===== src/rtl/spi_frame_rx.sv =====
// spi_frame_rx: SPI-slave frame receiver that decodes a command word and then either
// streams pixel words over valid/ready or loads a one-hot expected label.
module spi_frame_rx #(
   parameter int DATA_W      = 8,
   parameter int NUM_PIXELS  = 784,
   parameter int NUM_CLASSES = 10,
   parameter int CPOL        = 0,
   parameter int MSB_FIRST   = 0,
   parameter int IDX_W       = (NUM_PIXELS > 1) ? $clog2(NUM_PIXELS) : 1
) (
   input  logic                   clk,
   input  logic                   n_rst,
   input  logic                   sck,
   input  logic                   mosi,
   input  logic                   ss_n,
   input  logic                   pix_ready,
   output logic                   pix_valid,
   output logic [DATA_W-1:0]      pix_data,
   output logic [IDX_W-1:0]       pix_index,
   output logic                   pix_last,
   output logic [NUM_CLASSES-1:0] label_onehot,
   output logic                   label_valid,
   output logic                   frame_done,
   output logic                   frame_err,
   output logic                   busy
);
   localparam int BW = $clog2(DATA_W);
   localparam logic IDLE_SCK = 1'(CPOL);
   typedef enum logic [2:0] {IDLE, CMD, PIX, LBL, DONE, ERR} state_t;
   state_t state, state_nx;
   logic [1:0] sck_q, mosi_q, ss_q;
   logic sck_d, ss_d, sck_s, ss_s, strobe, word_strb;
   logic [BW-1:0] bit_cnt;
   logic [DATA_W-1:0] word;
   logic [IDX_W-1:0] pix_cnt;
   logic load, err_p, done_p, lbl_p, cnt_last;
   assign sck_s    = sck_q[1];
   assign ss_s     = ss_q[1];
   assign strobe   = !ss_s && (CPOL != 0 ? (sck_d && !sck_s) : (!sck_d && sck_s));
   assign cnt_last = pix_cnt == IDX_W'(NUM_PIXELS - 1);
   assign busy     = state != IDLE;
   // Synchronisers idle at the bus idle levels so reset release creates no false edges.
   always_ff @(posedge clk or negedge n_rst)
      if (!n_rst) begin
         sck_q     <= {2{IDLE_SCK}};
         sck_d     <= IDLE_SCK;
         mosi_q    <= '0;
         ss_q      <= '1;
         ss_d      <= 1'b1;
         bit_cnt   <= '0;
         word      <= '0;
         word_strb <= 1'b0;
      end else begin
         sck_q     <= {sck_q[0], sck};
         mosi_q    <= {mosi_q[0], mosi};
         ss_q      <= {ss_q[0], ss_n};
         sck_d     <= sck_s;
         ss_d      <= ss_s;
         word_strb <= strobe && bit_cnt == BW'(DATA_W - 1);
         if (ss_s)
            bit_cnt <= '0;
         else if (strobe)
            bit_cnt <= bit_cnt == BW'(DATA_W - 1) ? '0 : bit_cnt + 1'b1;
         if (strobe)
            word <= MSB_FIRST != 0 ? {word[DATA_W-2:0], mosi_q[1]} : {mosi_q[1], word[DATA_W-1:1]};
      end
   always_ff @(posedge clk or negedge n_rst)
      if (!n_rst) state <= IDLE;
      else        state <= state_nx;
   always_comb begin
      state_nx = state;
      load     = 1'b0;
      err_p    = 1'b0;
      done_p   = 1'b0;
      lbl_p    = 1'b0;
      case (state)
         IDLE: state_nx = (ss_d && !ss_s) ? CMD : IDLE;
         CMD:
            if (word_strb) begin
               state_nx = word == '0 ? PIX : word == DATA_W'(1) ? LBL : ERR;
               err_p    = word > DATA_W'(1);
            end else if (ss_s) begin
               state_nx = IDLE;
               err_p    = 1'b1;
            end
         PIX:
            if (word_strb) begin
               if (pix_valid && !pix_ready) begin
                  state_nx = ERR;
                  err_p    = 1'b1;
               end else begin
                  load     = 1'b1;
                  done_p   = cnt_last;
                  state_nx = cnt_last ? DONE : PIX;
               end
            end else if (ss_s) begin
               state_nx = IDLE;
               err_p    = 1'b1;
            end
         LBL:
            if (word_strb) begin
               lbl_p    = {1'b0, word} < (DATA_W + 1)'(NUM_CLASSES);
               done_p   = lbl_p;
               err_p    = !lbl_p;
               state_nx = lbl_p ? DONE : ERR;
            end else if (ss_s) begin
               state_nx = IDLE;
               err_p    = 1'b1;
            end
         default: state_nx = ss_s ? IDLE : state;
      endcase
   end
   always_ff @(posedge clk or negedge n_rst)
      if (!n_rst) begin
         pix_valid    <= 1'b0;
         pix_data     <= '0;
         pix_index    <= '0;
         pix_last     <= 1'b0;
         pix_cnt      <= '0;
         label_onehot <= '0;
         label_valid  <= 1'b0;
         frame_done   <= 1'b0;
         frame_err    <= 1'b0;
      end else begin
         label_valid <= lbl_p;
         frame_done  <= done_p;
         frame_err   <= err_p;
         if (load) begin
            pix_valid <= 1'b1;
            pix_data  <= word;
            pix_index <= pix_cnt;
            pix_last  <= cnt_last;
            pix_cnt   <= pix_cnt + 1'b1;
         end else if (pix_valid && pix_ready) begin
            pix_valid <= 1'b0;
         end
         if (state != PIX)
            pix_cnt <= '0;
         if (lbl_p)
            label_onehot <= NUM_CLASSES'(1) << word;
      end
endmodule


===== config.mk =====
export PLATFORM = sky130hd
export DESIGN_NAME = spi_frame_rx
export DESIGN_NICKNAME = d
export VERILOG_FILES = /design/src/rtl/spi_frame_rx.sv
export SDC_FILE = /design/constraint.sdc
export NUM_CORES = 1
export LEC_CHECK = 0
export ABC_AREA = 1
export CORE_MARGIN = 2
export CORE_UTILIZATION = 50
export DETAILED_ROUTE_END_ITERATION = 7
export PLACE_DENSITY_LB_ADDON = 0.25
export SLEW_MARGIN = 0
export SYNTH_ARGS = -nofsm -noshare
export SYNTH_HDL_FRONTEND = slang
export SYNTH_SLANG_ARGS = --single-unit

===== constraint.sdc =====
create_clock -name clk -period 1.6 [get_ports clk]
set_input_delay 0.24 -clock clk [delete_from_list [all_inputs] [get_ports clk]]
set_output_delay 0.24 -clock clk [all_outputs]
set_load 0.01 [all_outputs]

==> run_results.csv, run 1 <==
group,metric,value,unit
run_status,status,"complete, no violations",
timing,clock-skew-final,6.53,ps
worst_setup_path,path_class,"register to output pin",
global_routing,grt_util_met1,26.9,%
synth,ys_seq_area_share,56.9,%
finish,regArea,1660,um^2
worst_setup_path,cpMaxStageDelayCell,"clkdlybuf4s50_1",
timing,setup_viol,0,
timing,rsz0062_at_grt,"false",
worst_setup_path,max_stage_delay,550,ps
timing,period_share,92.8,%
worst_setup_path,cp_max_fo,2,
synth,synthDistinctLibCells,26,
worst_setup_path,critPathBufInv,1,
finish,final_layout_size_suffix_gt1_share,14.1,%
worst_setup_path,crit_chain,"clkdlybuf4s50_1",
floorplan,io_pins,40,
placement,dp_hpwl,4.10,mm
timing,max-slew-margin-rel,76.3,%
worst_setup_path,cp_top_family,"buffers and inverters",
synth,avgSynthCellArea,8.77,um^2
cts,cts_tree,"yes",
placement,placedCellCount,451,
synth,synth_top_area_share,54.2,%
synth,ys_async_sr_fraction,100,%
finish,stdcell_area,3700,um^2
timing,max_freq,673,MHz
floorplan,start_util,52.2,%
cts,path_clk_slew,70,ps
finish,fillers,477,
synth,synthMuxAreaShare,0,%
global_routing,grt_antenna_before_repair,0,
finish,syn2layout_area_growth,27.1,%
synth,synth_area,2910,um^2
timing,min_period,1490,ps
cts,clock_latency,330,ps
global_routing,grtUsageMet3,4.04,%
synth,ys.flop_type,"dfrtp_1",
timing,maxSlewViolCount,0,
drt,route.detailed.wl_per_inst,12.2,um
drt,drt-pass1-iter-count,4,
pwr,ir_drop,0.688,mV
drt,ant_nets,0,
min_path,min_path_type,"primary input to register",
drt,first_iter_violations,182,
cts,clockBufferDepth,2,
synth,synth_simple_gate_area_share,25.4,%
placement,placed_area,3470,um^2
worst_setup_path,endpoint_kind,"output pin",
global_routing,grtUsageTotal,21.2,%
placement,gp_congestion,0.904,
global_routing,use_met2,34.7,%
drt,drt-total-wl,5.72,mm
synth,synth_adder_area_share,1.29,%
finish,stdcell_count,468,
drt,avgViaCountPerCell,5.05,
drt,vias,2362,
pwr,leakage,1.81,nW
synth,yosys_warnings,0,
synth,yosys.area.top_type,"dfrtp_1",
timing,hold_slack,309,ps
worst_setup_path,worstPathArrival,1250,ps
finish,finalNetCount,401,
cts,cts_root_buffer,"clkbuf_8",
global_routing,grt_max_degree,67,
synth,synth_top_family_by_area,"simple AND/OR/NAND/NOR gates",
synth,synth_edf_count,0,
cts,cts_made_buffers,9,
timing,worstMarginPinSlew,355,ps
drt,drcViolationCount,0,
worst_setup_path,start_kind,"register",
synth,synthXorXnorAreaFrac,0,%
placement,place_ws,-122,ps
synth,postSynthCellCount,332,
global_routing,grt-busiest-layer,"met2",
floorplan,die_x,80.3,um
cts,h-tree-depth,3,
synth,yosysMostFrequentCell,"nand2_1",
worst_setup_path,required,1360,ps
timing,fin_ws,115,ps
synth,ys_seq_elements,66,
floorplan,core,5570,um^2
global_routing,gr-total-overflow,0,
floorplan,dieArea,6450,um^2
floorplan,die_h,80.3,um
flow_run,maxCapViolCount,0,
cts,cts_num_sinks,66,
floorplan,rows,27,
synth,ys_top_cells_by_count,"104 x nand2_1, 63 x dfrtp_1, 35 x inv_1",
synth,synth_compound_area_share,9.20,%
synth,synthesis.nets,341,
timing,hold_viol_final,0,
finish,multi_input_area,1050,um^2
synth,synth_area_leaders,"dfrtp_1 54%, nand2_1 13%, inv_1 4.5%",
global_routing,grt_first_pass_wirelength,10.4,mm
finish,num_antenna_cells,0,
pwr,power_density,945,nW/um^2
placement,io_buffers,39,
global_routing,grt_pass1_vias,2372,
[worst register-to-register path: cells and delay by family, from the launching register on]
family | cells | cell delay (ps)
and+or+nand+nor | 4 | 400
AOI/OAI and AO/OA | 1 | 70
DFF | 1 | 400
buffers and inverters | 3 | 450
[path summary, 6_finish.rpt]
path | from | to | slack (ps) | depth (start not counted)
setup / recovery | pix_data[3] | pix_data[3] | 110 | 1
hold / removal | ss_n | ss_q[0] | 310 | 1
setup reg to reg | state[1] | pix_cnt[0] | 150 | 8
hold reg to reg | ss_q[0] | ss_q[1] | 360 | 0
max in group asynchronous | n_rst | ss_q[0] | 860 | 3
min in group asynchronous | n_rst | sck_d | 440 | 3
[placed cells by master, fill, tap and decap left out, drive strengths merged]
master           n
a21oi            4
a31oi            1
buf             16
bufinv           1
clkbuf          13
clkdlybuf4s50   37
clkinv           2
dfrtp           63
dfstp            3
dlygate4sd2      1
dlygate4sd3      1
ha               3
inv             40
nand2          105
nand3           25
nand4            4
nor2            31
nor3             8
o211ai           2
o21ai           35
o22ai            1
[through the flow]
stage	TNS [ps]	util [%]	power, W
after floorplan	0	-	0.00198
after global placement	-1610	62.3	0.00210
after detailed placement	-2160	62.3	0.00211
after CTS	0	66.3	0.00352
after global routing	0	66.4	0.00367
final	0	66.4	0.00350
[power breakdown]
group          total, W  switching [W]  internal (W)
registers       0.00180      0.0000615       0.00173
clock network   0.00142       0.000580      0.000837
logic          0.000285       0.000190     0.0000953
[logic make-up after synthesis]
group                      Yosys count
adders and majority gates            3
AOI/OAI and AO/OA                   43
DFF                                 66
and+or+nand+nor                    173
buffers and inverters               47
[what timing repair did]
action / in CTS / in global routing
setup endpoints to repair: 1 / 1
setup buffers: 1 / 0
endpoints found under the hold margin: 63 / 0
hold buffers: 1 / 0
resized for setup: 1 / 1
[final cells by class]
type | count | share of cell area [%]
Clock inverter | 2 | 0.947
Clock buffer | 13 | 4.57
Timing Repair Buffer | 55 | 14.7
Tap cell | 72 | 2.43
Sequential cell | 66 | 44.7
Inverter | 41 | 4.23
Multi-Input combinational cell | 219 | 28.4
[layer usage]
layer  up-vias  wire (um)
li1       1169          -
met1      1117       2600
met2        58       2740
met3        18        235
met4         0        146
met5         -          0
[registers in the layout (all words and copies together), names as in the netlist, 2 cells and up]
| register | count |
|---|---|
| state | 3 |
| word | 8 |
| pix_data | 8 |
| bit_cnt | 3 |
| sck_q | 2 |
| label_onehot | 10 |
| pix_index | 10 |
| pix_cnt | 10 |
| ss_q | 2 |
| mosi_q | 2 |
No activity file was read; power rests on OpenSTA's default activity.
==> inputs of run 2 (changes only) <==
--- a/config.mk
+++ b/config.mk
@@ -10,7 +10,7 @@
 export CORE_UTILIZATION = 50
 export DETAILED_ROUTE_END_ITERATION = 7
 export PLACE_DENSITY_LB_ADDON = 0.25
-export SLEW_MARGIN = 0
+export SLEW_MARGIN = 20
 export SYNTH_ARGS = -nofsm -noshare
 export SYNTH_HDL_FRONTEND = slang
 export SYNTH_SLANG_ARGS = --single-unit
==> results of run 2 <==
Same layout as run 1: the final DEF is identical, and so are final timing and power.
